File: src/rtl/fp_add_scheduler.sv
// Round-robin scheduler sharing one floating-point adder between NREQ requesters.
// One operation in flight; result sampled ADD_LAT cycles after the operands are driven.
module fp_add_scheduler #(
  parameter  int NREQ    = 4,
  parameter  int ADD_LAT = 2,
  localparam int IDW     = $clog2(NREQ)
) (
  input  logic               clk,
  input  logic               rst,
  input  logic [NREQ-1:0]    req_valid,
  output logic [NREQ-1:0]    req_ready,
  input  logic [NREQ*32-1:0] req_a,
  input  logic [NREQ*32-1:0] req_b,
  input  logic [NREQ-1:0]    req_op,
  output logic [31:0]        add_a,
  output logic [31:0]        add_b,
  output logic               add_op,
  input  logic [31:0]        add_sum,
  input  logic               add_zero,
  input  logic               add_ovf,
  input  logic               add_unf,
  output logic               rsp_valid,
  input  logic               rsp_ready,
  output logic [IDW-1:0]     rsp_id,
  output logic [31:0]        rsp_sum,
  output logic [2:0]         rsp_flags,
  output logic               busy
);

  localparam int CW = (ADD_LAT > 1) ? $clog2(ADD_LAT) : 1;

  typedef enum logic [1:0] {IDLE, WAIT, RESP} state_e;

  state_e         state_q, state_d;
  logic [IDW-1:0] rr_ptr_q, rr_ptr_d;
  logic [IDW-1:0] gid_q, gid_d;
  logic [CW-1:0]  cnt_q, cnt_d;
  logic [31:0]    add_a_q, add_a_d;
  logic [31:0]    add_b_q, add_b_d;
  logic           add_op_q, add_op_d;
  logic           rsp_valid_q, rsp_valid_d;
  logic [IDW-1:0] rsp_id_q, rsp_id_d;
  logic [31:0]    rsp_sum_q, rsp_sum_d;
  logic [2:0]     rsp_flags_q, rsp_flags_d;

  logic           grant_found;
  logic [IDW-1:0] grant_id;
  logic [IDW-1:0] cand;

  // Search starts at rr_ptr and wraps, so the first valid found is the fair winner.
  always_comb begin
    // NOTE: every variable gets a default before any branch so no latch is inferred.
    grant_found = 1'b0;
    grant_id    = '0;
    cand        = '0;
    for (int k = 0; k < NREQ; k++) begin
      cand = IDW'((int'(rr_ptr_q) + k) % NREQ);
      if (!grant_found && req_valid[cand]) begin
        grant_found = 1'b1;
        grant_id    = cand;
      end
    end
  end

  assign req_ready = (!rst && state_q == IDLE && grant_found) ? (NREQ'(1) << grant_id) : '0;

  always_comb begin
    state_d     = state_q;
    rr_ptr_d    = rr_ptr_q;
    gid_d       = gid_q;
    cnt_d       = cnt_q;
    add_a_d     = add_a_q;
    add_b_d     = add_b_q;
    add_op_d    = add_op_q;
    rsp_valid_d = rsp_valid_q;
    rsp_id_d    = rsp_id_q;
    rsp_sum_d   = rsp_sum_q;
    rsp_flags_d = rsp_flags_q;
    case (state_q)
      IDLE: begin
        if (grant_found) begin
          add_a_d  = req_a[32*grant_id +: 32];
          add_b_d  = req_b[32*grant_id +: 32];
          add_op_d = req_op[grant_id];
          gid_d    = grant_id;
          cnt_d    = CW'(ADD_LAT - 1);
          state_d  = WAIT;
        end
      end
      WAIT: begin
        if (cnt_q != '0) begin
          cnt_d = cnt_q - 1'b1;
        end else begin
          rsp_sum_d   = add_sum;
          rsp_flags_d = {add_ovf, add_unf, add_zero};
          rsp_id_d    = gid_q;
          rsp_valid_d = 1'b1;
          state_d     = RESP;
        end
      end
      RESP: begin
        // Pointer moves past the served requester only once its response is taken.
        if (rsp_ready) begin
          rsp_valid_d = 1'b0;
          rr_ptr_d    = (gid_q == IDW'(NREQ - 1)) ? '0 : gid_q + 1'b1;
          state_d     = IDLE;
        end
      end
      default: state_d = IDLE;
    endcase
  end

  // NOTE: state registers use non-blocking assignments so all flops update together.
  always_ff @(posedge clk or posedge rst) begin
    if (rst) begin
      state_q     <= IDLE;
      rr_ptr_q    <= '0;
      gid_q       <= '0;
      cnt_q       <= '0;
      add_a_q     <= '0;
      add_b_q     <= '0;
      add_op_q    <= 1'b0;
      rsp_valid_q <= 1'b0;
      rsp_id_q    <= '0;
      rsp_sum_q   <= '0;
      rsp_flags_q <= '0;
    end else begin
      state_q     <= state_d;
      rr_ptr_q    <= rr_ptr_d;
      gid_q       <= gid_d;
      cnt_q       <= cnt_d;
      add_a_q     <= add_a_d;
      add_b_q     <= add_b_d;
      add_op_q    <= add_op_d;
      rsp_valid_q <= rsp_valid_d;
      rsp_id_q    <= rsp_id_d;
      rsp_sum_q   <= rsp_sum_d;
      rsp_flags_q <= rsp_flags_d;
    end
  end

  assign add_a     = add_a_q;
  assign add_b     = add_b_q;
  assign add_op    = add_op_q;
  assign rsp_valid = rsp_valid_q;
  assign rsp_id    = rsp_id_q;
  assign rsp_sum   = rsp_sum_q;
  assign rsp_flags = rsp_flags_q;
  assign busy      = (state_q != IDLE);

endmodule

File: config.mk
export PLATFORM = sky130hd
export DESIGN_NAME = fp_add_scheduler
export DESIGN_NICKNAME = d
export VERILOG_FILES = /design/src/rtl/fp_add_scheduler.sv
export SDC_FILE = /design/constraint.sdc
export NUM_CORES = 1
export LEC_CHECK = 0
export ABC_AREA = 0
export CORE_AREA = 2 2 160 162
export CTS_BUF_LIST = sky130_fd_sc_hd__clkbuf_4 sky130_fd_sc_hd__clkbuf_8
export CTS_CLUSTER_SIZE = 20
export DETAILED_ROUTE_END_ITERATION = 10
export DIE_AREA = 0 0 162 164
export PLACE_DENSITY = 0.57
export SETUP_SLACK_MARGIN = 0.3
export SKIP_CTS_REPAIR_TIMING = 1
export SLEW_MARGIN = 40
export SYNTH_ARGS = -nofsm -noshare
export SYNTH_HDL_FRONTEND = slang
export SYNTH_SLANG_ARGS = --single-unit
File: constraint.sdc
create_clock -name clk -period 12.44 [get_ports clk]
set_input_delay 2.488 -clock clk [delete_from_list [all_inputs] [get_ports clk]]
set_output_delay 2.488 -clock clk [all_outputs]
set_load 0.02 [all_outputs]
==> run metrics <==
status=finished, final reports clean; clk_lat worst skew=0.38 ns; initial drt markers=342; switch share=44.1%; CTS tree=yes; post-route DRC violation count=0; placed cell count=about 1.3k; vias in the first global route=6,319; Critical Path Source Type=input port; Pwr Density=221 nW/µm²; top cell type's share of synthesized area=45.9%; number of flops mapped to enable cells by yosys=0; layout net count=1,268; Yosys warning count=0; DR pass1 iterations=5; Critical R2R Capture=add_a[2]$_DFFE_PP0P_; worst r2r path cells=5; fin crit share=59.8%; CTS root buffer=clkbuf_8; Syn Nets=894; Core Area=between 20,000 and 25,000 µm²; worst rel slew slack=approximately half; final hold vios=0; H-tree depth=3; Via Count=6,394; top post-synthesis cells by area=dfrtp_1 46%, mux2i_1 11%, a221oi_1 9.5%; Yosys cell types=33; Total Power=2.33 mW; Syn Area/Cell=between 10 and 15 µm²; Max Root-Sink Buffers=2; Net Sw Power=roughly 1.0 mW; share of layout cells above drive strength 1=8.14%; largest net degree at the start of global routing=75; FMAX=0.134 GHz; Primary FF master, synth=dfrtp_1; Cells after Synth=591; drt total wl=25.3 mm; Row Count=58; RePlAce Congestion=0.814; Final Critical Period=7.44 ns; port bufs=409; Starting Density=24.2%; sequential share of power=28.2%; Crit path arrival time=4.95 ns; RSZ-0062 raised after global routing=no; setup slack after layout=5.00 ns; Hold Path End=cnt_q$_DFFE_PP0P_; commonest non-fill, non-tap cell in the layout=clkdlybuf4s50_1; most frequent cells in the layout=409 x clkdlybuf4s50_1, 110 x dfrtp_1, 72 x nor2_1, 70 x o21ai_0; Final setup viols=0; Worst Skew=0.0161 ns; Syn-to-layout area delta=76.2%; FF+latch count, synth=110; cts bufs inserted=9; die area=roughly 27,000 µm²; DP Wirelength=19.1 mm; global-route wire length before repair=37.0 mm; count of max-cap constraint violations=0; via-per-instance ratio=4.92; Synth area leader=dfrtp_1; Final Slew Violations=0; DP Worst Slack=5.03 ns; post-route ant nets=0; r2r setup slk=9.75 ns; launch point of the worst reg-to-reg path=rr_ptr_q[1]$_DFFE_PP0P_; worst-path fanout max=74; Routed WL per cell=a little under 20 µm; setup TNS=0 ns; WS Path Type=input port to primary output; actual slew at the worst max-slew pin=~0.75 ns; number of antenna violations at the first check in global routing=1; asr flop ratio synth=100%; clock transition at the registers of the reported paths=0.12 ns; clk sinks=110; hold path startpoint=state_q[0]$_DFFE_PP0P_; total congestion overflow=0; Hold Path Cell Cnt=1; Antenna Cells=0; Post-Syn Area=around 6000 µm²; fin cells=around 1.3k; sequential share of the synthesized area=45.9%; clock power share=9.3%; DIE HEIGHT=approximately 160 µm; Leakage=roughly 4.0 nW; Ports=a little over 400; Hold Path Class=flip-flop to flip-flop; maximum VDD drop=0.122 mV; Internal=1.30 mW; Combinational Power Share=62.4%; DIE WIDTH=162 µm; total track usage=a little under a fifth; CP Data Required Time=9.95 ns; CP Capture Type=primary output
[cell families after synthesis]
logic type	share of synthesized area, %
compound gates	24.2
mux	18.2
flops	45.9
buf+inv	4.96
simple gates	6.53
fa+ha+maj	0.209
[worst max-delay path by stage]
stage	from	endpoint	cells after the start
finish	req_valid[3]	req_ready[1]	6
CTS	req_valid[3]	req_ready[1]	6
global placement	req_valid[3]	req_ready[3]	4
global route	req_valid[0]	req_ready[1]	6
detailed placement	req_valid[3]	req_ready[1]	6
floorplan	rst	req_ready[0]	2
[per-stage QoR]
stage               cell area, µm²  utilization (%)  hold slack, ns
finish                       10600             42.6           0.489
detailed placement           10400             41.8           0.473
global placement             10400             41.8           0.481
CTS                          10600             42.6           0.489
global route                 10600             42.6           0.521
floorplan                     6000                -           0.437
[cells in the mapped netlist (all sizes together) (2+ instances only)]
| cell type | count |
|---|---|
| inv | 6 |
| clkbuf | 37 |
| and3 | 3 |
| a21oi | 7 |
| mux2i | 65 |
| nor2 | 73 |
| nand2 | 9 |
| dfrtp | 110 |
| mux2 | 39 |
| buf | 21 |
| nand2b | 2 |
| a211oi | 2 |
| o21ai | 71 |
| nor3 | 3 |
| o22ai | 65 |
| a221oi | 65 |
| o221a | 2 |
[registers in the layout, indices dropped and copies added (netlist names)]
name,flops
rr_ptr_q,2
rsp_id,2
cnt_q,1
rsp_flags,3
add_b,32
add_op,1
add_a,32
rsp_valid,1
gid_q,2
rsp_sum,32
state_q,2
[critical path: stages]
cell and delay, ns:
clkdlybuf4s50_1 0.74, nor4_2 0.13, nor2_4 0.13, buf_4 0.55, and3_1 0.27, clkdlybuf4s50_1 0.61
[power groups by stage]
| stage | clock network, mW | logic [mW] | registers, mW |
|---|---|---|---|
| after global placement | 0 | 1.46 | 0.659 |
| after floorplan | 0 | 0.652 | 0.845 |
| after global routing | 0.244 | 1.57 | 0.686 |
| final | 0.218 | 1.46 | 0.659 |
| after CTS | 0.230 | 1.48 | 0.660 |
| after detailed placement | 0 | 1.47 | 0.666 |
[routing by layer]
metal / GRT usage [%] / wire [µm] / up-vias / share of wire (%)
li1: - / - / 3026 / -
met1: 20.8 / 9860 / 3055 / 39
met2: 33.5 / 13000 / 291 / 51
met3: 5.38 / 2150 / 20 / 8.5
met4: 3.78 / 270 / 2 / 1.1
met5: 0 / 12 / - / 0.047
[area by class of cell]
| type | count | area [µm²] |
|---|---|---|
| fill | 2488 | 14200 |
| timing repair buffer | 421 | 4180 |
| multi-input combinational | 417 | 3010 |
| sequential | 110 | 2750 |
| tap | 330 | 413 |
| clock buffer | 10 | 131 |
| clock inverter | 6 | 53.8 |
| inverter | 6 | 27.5 |
(Power assumes the default switching activity.)
